## src/rtl/mem_access_if.sv

```systemverilog
// Load/store request, data_memory port and writeback result bundle.
//   req_*   : request handshake from the execute pipeline register
//   mem_*   : data_memory port (mem_read_data is a combinational read)
//   wb_*    : registered load result toward writeback
//   err     : one-cycle pulse when a request is rejected
// slave modport is the load/store unit side; master is the environment.
interface mem_access_if #(
  parameter int unsigned DATA_W = 16,
  parameter int unsigned ADDR_W = 16,
  parameter int unsigned RD_W   = 3
);
  logic              req_valid;
  logic              req_ready;
  logic              req_load;
  logic              req_store;
  logic              req_byte;
  logic              req_signed;
  logic [ADDR_W-1:0] req_addr;
  logic [DATA_W-1:0] req_wdata;
  logic [RD_W-1:0]   req_rd;

  logic [ADDR_W-1:0] mem_addr;
  logic [DATA_W-1:0] mem_write_data;
  logic              mem_read;
  logic              mem_write_en;
  logic [DATA_W-1:0] mem_read_data;

  logic              wb_valid;
  logic [DATA_W-1:0] wb_data;
  logic [RD_W-1:0]   wb_rd;
  logic              err;

  modport slave (
    input  req_valid, req_load, req_store, req_byte, req_signed,
           req_addr, req_wdata, req_rd, mem_read_data,
    output req_ready, mem_addr, mem_write_data, mem_read, mem_write_en,
           wb_valid, wb_data, wb_rd, err
  );

  modport master (
    output req_valid, req_load, req_store, req_byte, req_signed,
           req_addr, req_wdata, req_rd, mem_read_data,
    input  req_ready, mem_addr, mem_write_data, mem_read, mem_write_en,
           wb_valid, wb_data, wb_rd, err
  );
endinterface

```

## src/rtl/mem_access_unit.sv

```systemverilog
// Load/store stage between the execute pipeline register and data_memory.
// Word loads/stores complete in the accept cycle; byte loads select and
// extend one lane; byte stores do a 2-cycle read-modify-write (IDLE reads
// and merges, RMW_WR writes the merged word back).
// Ports:
//   clk  : clock, rising edge
//   rst  : asynchronous active-high reset
//   bus  : mem_access_if.slave (request, memory port, writeback, err)
module mem_access_unit #(
  parameter int unsigned DATA_W = 16,
  parameter int unsigned ADDR_W = 16,
  parameter int unsigned RD_W   = 3
) (
  input  logic          clk,
  input  logic          rst,
  mem_access_if.slave   bus
);

  localparam int unsigned BYTE_W = 8;
  localparam int unsigned EXT_W  = DATA_W - BYTE_W;

  typedef enum logic {IDLE, RMW_WR} state_t;

  state_t            state, state_next;
  logic [ADDR_W-1:0] rmw_addr, rmw_addr_next;
  logic [DATA_W-1:0] rmw_data, rmw_data_next;
  logic              wb_valid_q, wb_valid_next;
  logic [DATA_W-1:0] wb_data_q, wb_data_next;
  logic [RD_W-1:0]   wb_rd_q, wb_rd_next;
  logic              err_q, err_next;

  logic              accept;
  logic              bad_req;
  logic [BYTE_W-1:0] lane_byte;
  logic [DATA_W-1:0] load_ext;
  logic [DATA_W-1:0] merged;

  // Lane select, extension and merge for byte accesses (little-endian lanes).
  always_comb begin
    lane_byte = bus.req_addr[0] ? bus.mem_read_data[DATA_W-1:BYTE_W]
                                : bus.mem_read_data[BYTE_W-1:0];
    load_ext  = {{EXT_W{bus.req_signed & lane_byte[BYTE_W-1]}}, lane_byte};
    merged    = bus.req_addr[0]
              ? {bus.req_wdata[BYTE_W-1:0], bus.mem_read_data[BYTE_W-1:0]}
              : {bus.mem_read_data[DATA_W-1:BYTE_W], bus.req_wdata[BYTE_W-1:0]};
  end

  // Gating with rst keeps the memory port quiet while reset is held.
  assign accept  = bus.req_valid & (state == IDLE) & ~rst;
  assign bad_req = (bus.req_load & bus.req_store) |
                   ((bus.req_load | bus.req_store) & ~bus.req_byte & bus.req_addr[0]);

  // State and result registers.
  always_ff @(posedge clk or posedge rst) begin
    if (rst) begin
      state      <= IDLE;
      rmw_addr   <= '0;
      rmw_data   <= '0;
      wb_valid_q <= 1'b0;
      wb_data_q  <= '0;
      wb_rd_q    <= '0;
      err_q      <= 1'b0;
    end else begin
      state      <= state_next;
      rmw_addr   <= rmw_addr_next;
      rmw_data   <= rmw_data_next;
      wb_valid_q <= wb_valid_next;
      wb_data_q  <= wb_data_next;
      wb_rd_q    <= wb_rd_next;
      err_q      <= err_next;
    end
  end

  // Next-state, memory port drive and result capture.
  always_comb begin
    state_next         = state;
    rmw_addr_next      = rmw_addr;
    rmw_data_next      = rmw_data;
    wb_valid_next      = 1'b0;
    wb_data_next       = wb_data_q;
    wb_rd_next         = wb_rd_q;
    err_next           = 1'b0;
    bus.req_ready      = (state == IDLE);
    bus.mem_addr       = '0;
    bus.mem_write_data = '0;
    bus.mem_read       = 1'b0;
    bus.mem_write_en   = 1'b0;

    case (state)
      IDLE: begin
        if (accept) begin
          if (bad_req) begin
            err_next = 1'b1;
          end else if (bus.req_load) begin
            bus.mem_addr  = bus.req_addr;
            bus.mem_read  = 1'b1;
            wb_valid_next = 1'b1;
            wb_data_next  = bus.req_byte ? load_ext : bus.mem_read_data;
            wb_rd_next    = bus.req_rd;
          end else if (bus.req_store) begin
            bus.mem_addr = bus.req_addr;
            if (bus.req_byte) begin
              // Read phase of RMW: latch address and the merged word.
              bus.mem_read  = 1'b1;
              rmw_addr_next = bus.req_addr;
              rmw_data_next = merged;
              state_next    = RMW_WR;
            end else begin
              bus.mem_write_data = bus.req_wdata;
              bus.mem_write_en   = 1'b1;
            end
          end
        end
      end
      RMW_WR: begin
        bus.req_ready      = 1'b0;
        bus.mem_addr       = rmw_addr;
        bus.mem_write_data = rmw_data;
        bus.mem_write_en   = ~rst;
        state_next         = IDLE;
      end
      default: state_next = IDLE;
    endcase
  end

  assign bus.wb_valid = wb_valid_q;
  assign bus.wb_data  = wb_data_q;
  assign bus.wb_rd    = wb_rd_q;
  assign bus.err      = err_q;

endmodule

```

## src/flat_wrapper.sv

```systemverilog
// flat-port wrapper written by rule: the top's interface ports become plain ports
module mem_access_unit_flat 
#(
  parameter int unsigned DATA_W = 16,
  parameter int unsigned ADDR_W = 16,
  parameter int unsigned RD_W   = 3
)
  (clk, rst, bus_req_valid, bus_req_load, bus_req_store, bus_req_byte, bus_req_signed, bus_req_addr, bus_req_wdata, bus_req_rd, bus_mem_read_data, bus_req_ready, bus_mem_addr, bus_mem_write_data, bus_mem_read, bus_mem_write_en, bus_wb_valid, bus_wb_data, bus_wb_rd, bus_err);
  mem_access_if #(.DATA_W(DATA_W), .ADDR_W(ADDR_W), .RD_W(RD_W)) bus_i ();
  input  logic clk;
  input  logic rst;
  input wire logic [$bits(bus_i.req_valid)-1:0] bus_req_valid;
  input wire logic [$bits(bus_i.req_load)-1:0] bus_req_load;
  input wire logic [$bits(bus_i.req_store)-1:0] bus_req_store;
  input wire logic [$bits(bus_i.req_byte)-1:0] bus_req_byte;
  input wire logic [$bits(bus_i.req_signed)-1:0] bus_req_signed;
  input wire logic [$bits(bus_i.req_addr)-1:0] bus_req_addr;
  input wire logic [$bits(bus_i.req_wdata)-1:0] bus_req_wdata;
  input wire logic [$bits(bus_i.req_rd)-1:0] bus_req_rd;
  input wire logic [$bits(bus_i.mem_read_data)-1:0] bus_mem_read_data;
  output wire logic [$bits(bus_i.req_ready)-1:0] bus_req_ready;
  output wire logic [$bits(bus_i.mem_addr)-1:0] bus_mem_addr;
  output wire logic [$bits(bus_i.mem_write_data)-1:0] bus_mem_write_data;
  output wire logic [$bits(bus_i.mem_read)-1:0] bus_mem_read;
  output wire logic [$bits(bus_i.mem_write_en)-1:0] bus_mem_write_en;
  output wire logic [$bits(bus_i.wb_valid)-1:0] bus_wb_valid;
  output wire logic [$bits(bus_i.wb_data)-1:0] bus_wb_data;
  output wire logic [$bits(bus_i.wb_rd)-1:0] bus_wb_rd;
  output wire logic [$bits(bus_i.err)-1:0] bus_err;
  assign bus_i.req_valid = bus_req_valid;
  assign bus_i.req_load = bus_req_load;
  assign bus_i.req_store = bus_req_store;
  assign bus_i.req_byte = bus_req_byte;
  assign bus_i.req_signed = bus_req_signed;
  assign bus_i.req_addr = bus_req_addr;
  assign bus_i.req_wdata = bus_req_wdata;
  assign bus_i.req_rd = bus_req_rd;
  assign bus_i.mem_read_data = bus_mem_read_data;
  assign bus_req_ready = bus_i.req_ready;
  assign bus_mem_addr = bus_i.mem_addr;
  assign bus_mem_write_data = bus_i.mem_write_data;
  assign bus_mem_read = bus_i.mem_read;
  assign bus_mem_write_en = bus_i.mem_write_en;
  assign bus_wb_valid = bus_i.wb_valid;
  assign bus_wb_data = bus_i.wb_data;
  assign bus_wb_rd = bus_i.wb_rd;
  assign bus_err = bus_i.err;
  mem_access_unit #(.DATA_W(DATA_W), .ADDR_W(ADDR_W), .RD_W(RD_W)) u_core (.clk(clk), .rst(rst), .bus(bus_i));
endmodule
```

## config.mk

```make
export PLATFORM = sky130hd
export DESIGN_NAME = mem_access_unit_flat
export DESIGN_NICKNAME = d
export VERILOG_FILES = /design/src/rtl/mem_access_if.sv /design/src/rtl/mem_access_unit.sv /design/src/flat_wrapper.sv
export SDC_FILE = /design/constraint.sdc
export NUM_CORES = 1
export LEC_CHECK = 0
export ABC_CLOCK_PERIOD_IN_PS = 3840
export CORE_ASPECT_RATIO = 0.5
export CORE_MARGIN = 1.5
export CORE_UTILIZATION = 40
export DETAILED_ROUTE_END_ITERATION = 8
export DONT_BUFFER_PORTS = 1
export PLACE_DENSITY_LB_ADDON = 0.2
export SYNTH_ARGS = -nofsm -noshare
export SYNTH_HDL_FRONTEND = slang
export SYNTH_SLANG_ARGS = --single-unit
```

## constraint.sdc

```tcl
create_clock -name clk -period 3.84 [get_ports clk]
set_input_delay 1.152 -clock clk [delete_from_list [all_inputs] [get_ports clk]]
set_output_delay 1.152 -clock clk [all_outputs]
set_load 0.01 [all_outputs]
```

; Word-level counts from Yosys, hierarchy flattened
; Cells that the tools add are included.
[word_totals]
in_bits = 58
reg_bits = 54
out_inout_bits = 56
wordCells = 60
[classes]
reduce_logical = 2
bitwise = 13
mux = 38
[op_table]
columns = cell, n
row1 = $mux 16, 11
row2 = $pmux 16 s2, 2
row3 = $mux 1, 22
row4 = $mux 8, 1
row5 = $and 1x1->1, 6
row6 = $reduce_and 6->1, 1
row7 = $not 1->1, 5
row8 = $pmux 1 s2, 2
row9 = $reduce_and 4->1, 1
row10 = $or 1x1->1, 2

; Logic depth before layout (Yosys ltp)
[logic_depth]
depth_word = 7
depth_mapped = 6
depth_no_buf = 3

; Worst setup path before layout
; OpenSTA, ideal clock, no wires.
[synth_timing]
path_kind = input to output
from = input port rst
to = output port bus_mem_write_en
stages = 2
t_required_ns = 2.688
setup_slack_ns = 0.109
n_path_buf = 0
arrival_ns = 2.579
path_cell_list = inv_1 -> o21a_1
[synth_between]
elab_chain_cells = 4
[synth_rtl]
columns = item, line_no
row1 = "start, declared", flat_wrapper.sv:11  ; input logic rst;
row2 = $not 1->1 *, "mem_access_unit.sv:49, mem_access_unit.sv:119"
row3 = $and 1x1->1, mem_access_unit.sv:49  ; assign accept = bus.req_valid & (state == IDLE) & ~rst;
row4 = $mux 1, mem_access_unit.sv:91  ; if (accept) begin
row5 = $pmux 1 s2 *, mem_access_unit.sv:89  ; case (state)
row6 = "end, declared", flat_wrapper.sv:25  ; output wire logic [$bits(bus_i.mem_write_en)-1:0] bus_mem_write_en;
; Every way passes the cells marked *; elsewhere a longest branch is shown, timed or not.

; Worst setup path after layout
[layout_timing]
from = input port bus_req_byte
to = output port bus_mem_write_data[10]
[layout_between]
elab_chain_cells = 7
elab_cells_between_ends = 10
cone_classes = 6 x mux / 4 x bitwise
[layout_rtl]
columns = item, line_no
row1 = "start, declared", flat_wrapper.sv:15  ; input wire logic [$bits(bus_i.req_byte)-1:0] bus_req_byte;
row2 = $not 1->1, mem_access_unit.sv:51  ; ((bus.req_load | bus.req_store) & ~bus.req_byte & bus.req_addr[0]);
row3 = $and 1x1->1 (2 in series), mem_access_unit.sv:51
row4 = $or 1x1->1, mem_access_unit.sv:50  ; assign bad_req = (bus.req_load & bus.req_store) |
row5 = $mux 16 *, mem_access_unit.sv:92  ; if (bad_req) begin
row6 = $mux 16 *, mem_access_unit.sv:91
row7 = $pmux 16 s2 *, mem_access_unit.sv:89
row8 = "end, declared", flat_wrapper.sv:23  ; output wire logic [$bits(bus_i.mem_write_data)-1:0] bus_mem_write_data;
; Marked as above.

==> results.json <==
{
  "status": "complete, no violations",
  "area_growth_pct": 8.448,
  "cts_max_level": 2,
  "ctsResizeCount": 0,
  "p_comb_share_pct": 14.3,
  "avgSynthCellArea_um2": 12.63,
  "dp.cells": 307,
  "r2r-start": "u_core.state$_DFF_PP0_",
  "async_flop_share_pct": 100.0,
  "synth_seq_area_share_pct": 47.77,
  "relSlewSlack_pct": 54.72,
  "postLayoutCellArea_mm2": 0.003068,
  "postCtsSetupBuffers": 0,
  "r2r_cells": 5,
  "maxCapViolations": 0,
  "power_frac_clock_pct": 31.2,
  "synth.net_count": 282,
  "synth_top_area_cell": "dfrtp_1",
  "grtUsageTotal_pct": 15.92,
  "fillCellCount": 622,
  "regToRegSetupSlack_ns": 1.73,
  "yosysUniqueCellTypes": 29,
  "gp_congestion": 0.7782,
  "irDropWorstVdd_uv": 211.8,
  "hold_depth": 1,
  "grt_start_max_net_pins": 55,
  "drc_errors": 0,
  "cp-end-kind": "output pin",
  "power.internal_mw": 1.099,
  "ys_ff_latch": 54,
  "crit_required_ns": 2.69,
  "drive_gt1_share_pct": 44.84,
  "slew_viol_final": 0,
  "synth_edf_count": 0,
  "worst_pin_slew_ns": 0.6792,
  "clockBufferDepth": 2,
  "min_to": "u_core.rmw_addr[8]$_DFFE_PP0P_",
  "hp-start": "u_core.rmw_addr[8]$_DFFE_PP0P_",
  "wl_um": 5942,
  "place_area_mm2": 0.002913,
  "antennaDiodeCount": 0,
  "p_leak_nw": 1.321,
  "syn_area_mm2": 0.002829,
  "start_kind": "input port",
  "die_w_um": 121.9,
  "timing.fmax_ghz": 0.2858,
  "setup_viol": 0,
  "cp_max_fo": 16,
  "layout.cells.non_filler": 315,
  "setup_ws_ns": 0.3410,
  "nets": 280,
  "clkSinkCount": 54,
  "ys_dominant_reg_cell": "dfrtp_1",
  "syn_inst": 224,
  "cts_hold_buf": 0,
  "final_cell_mix": "mux2_2, dfrtp_1, a22o_1",
  "power_density_mw_per_mm2": 484.7,
  "clkTransAtPathRegs_ns": 0.07,
  "wl_met3_um": 439,
  "rsz0062_at_grt": "no",
  "initial_core_util_pct": 41.89,
  "fin_crit_ns": 3.499,
  "cts_root_buffer": "clkbuf_16",
  "power.switching_uw": 388.3,
  "die_h_um": 62.47,
  "avgViaCountPerCell": 5.581,
  "portBuffers": 0,
  "fin_worst_skew_ns": 0.008594,
  "post-place-ws_ns": 0.3448,
  "ant_nets": 0,
  "num_rows": 21,
  "finalHoldViolCount": 0,
  "top_layer": "met4",
  "drt_iter0_drc": 59,
  "synth_top_area_share_pct": 47.77,
  "io_pins": 114,
  "finalCritPeriodShare_pct": 91.12,
  "post_drt_wl_per_cell_um": 18.86,
  "insertion_delay_ns": 0.29,
  "seq_power_share_pct": 54.4,
  "wirelength_met1_um": 2822,
  "r2r_end": "u_core.rmw_addr[10]$_DFFE_PP0P_",
  "swShare_pct": 26.11,
  "dr.pass1.iters": 4,
  "antenna_found_initial": 0,
  "final_common_cell": "mux2_2",
  "criticalPathCategory": "in -> out",
  "die-area_mm2": 0.007616,
  "fin_util_pct": 45.43,
  "cp.arrival_ns": 2.35,
  "grt_pass1_wl_um": 9239,
  "cts_buffers": 5,
  "dpl.hpwl_um": 4285,
  "core_area_mm2": 0.006753,
  "yosys_warnings": 0,
  "min_path_type": "reg -> reg",
  "vias": 1758,
  "met2WireLength_um": 2628,
  "cts_tree": "yes",
  "grt_overflow": 0,
  "tns_ns": 0,
  "grt_pass1_vias": 1741,
  "synth_area_leaders": "dfrtp_1, mux2_2, a22o_1"
}
worst max-delay path, stage by stage:
cell	delay [ns]
or3b_4	0.40
a2111oi_4	0.32
buf_4	0.26
a22o_1	0.21
routing by layer:
layer  global-route usage (%)  vias up
li1                         -      827
met1                    21.21      872
met2                    24.44       53
met3                    5.474        6
met4                    4.853        0
met5                        0        -
power by group through the flow:
stage	Sequential (mW)	Combinational (mW)	Clock (mW)
4_1_cts	0.812	0.218	0.486
2_1_floorplan	0.790	0.195	0
3_3_place_gp	0.817	0.210	0
6_report	0.809	0.213	0.464
5_1_grt	0.826	0.236	0.511
3_5_place_dp	0.822	0.217	0
how the worst max path moves through the flow:
stage / startpoint / end / slack (ns)
finish: bus_req_byte / bus_mem_write_data[10] / 0.34
floorplan: rst / bus_mem_write_en / 0.11
global placement: bus_req_byte / bus_mem_write_data[9] / 0.37
global route: bus_req_byte / bus_mem_write_data[10] / 0.27
detailed placement: bus_req_byte / bus_mem_write_data[10] / 0.34
CTS: bus_req_byte / bus_mem_write_data[10] / 0.34
cell type report:
cell class | count | area, um2 | area share [%]
Multi-Input combinational cell | 143 | 1353 | 44.09
Sequential cell | 54 | 1351 | 44.05
Clock buffer | 6 | 138.9 | 4.527
Tap cell | 92 | 115.1 | 3.752
Timing Repair Buffer | 7 | 52.55 | 1.713
Inverter | 11 | 41.29 | 1.346
Clock inverter | 2 | 16.27 | 0.5302
cell families after synthesis:
group | share of synthesized area, %
DFF | 47.77
xor gates and xnor gates | 0.3097
muxes | 27.02
and+or+nand+nor | 5.175
buffers and inverters | 4.422
AOI/OAI and AO/OA | 15.30
synthesized netlist by cell type (2+ instances only):
library cell / n
a22o_1: 21
a22o_2: 10
and2_1: 2
buf_2: 7
buf_4: 2
clkbuf_1: 5
dfrtp_1: 54
inv_1: 11
mux2_2: 67
nand2_1: 10
o21ai_0: 8
o22ai_1: 8
or2_2: 2
or3b_4: 2
metrics by stage:
| stage | hold slack, ns | total power, mW |
|---|---|---|
| 2_1_floorplan | 0.4728 | 0.9855 |
| 3_3_place_gp | 0.4856 | 1.027 |
| 3_5_place_dp | 0.4970 | 1.039 |
| 4_1_cts | 0.5132 | 1.515 |
| 5_1_grt | 0.5225 | 1.573 |
| 6_report | 0.5101 | 1.487 |
registers in the layout, indices dropped and copies added (netlist names):
name and cells:
u_core.rmw_data 16, u_core.bus.wb_valid 1, u_core.bus.wb_data 16, u_core.rmw_addr 16
u_core.bus.wb_rd 3, u_core.state 1, u_core.bus.err 1
(Power assumes the default switching activity.)
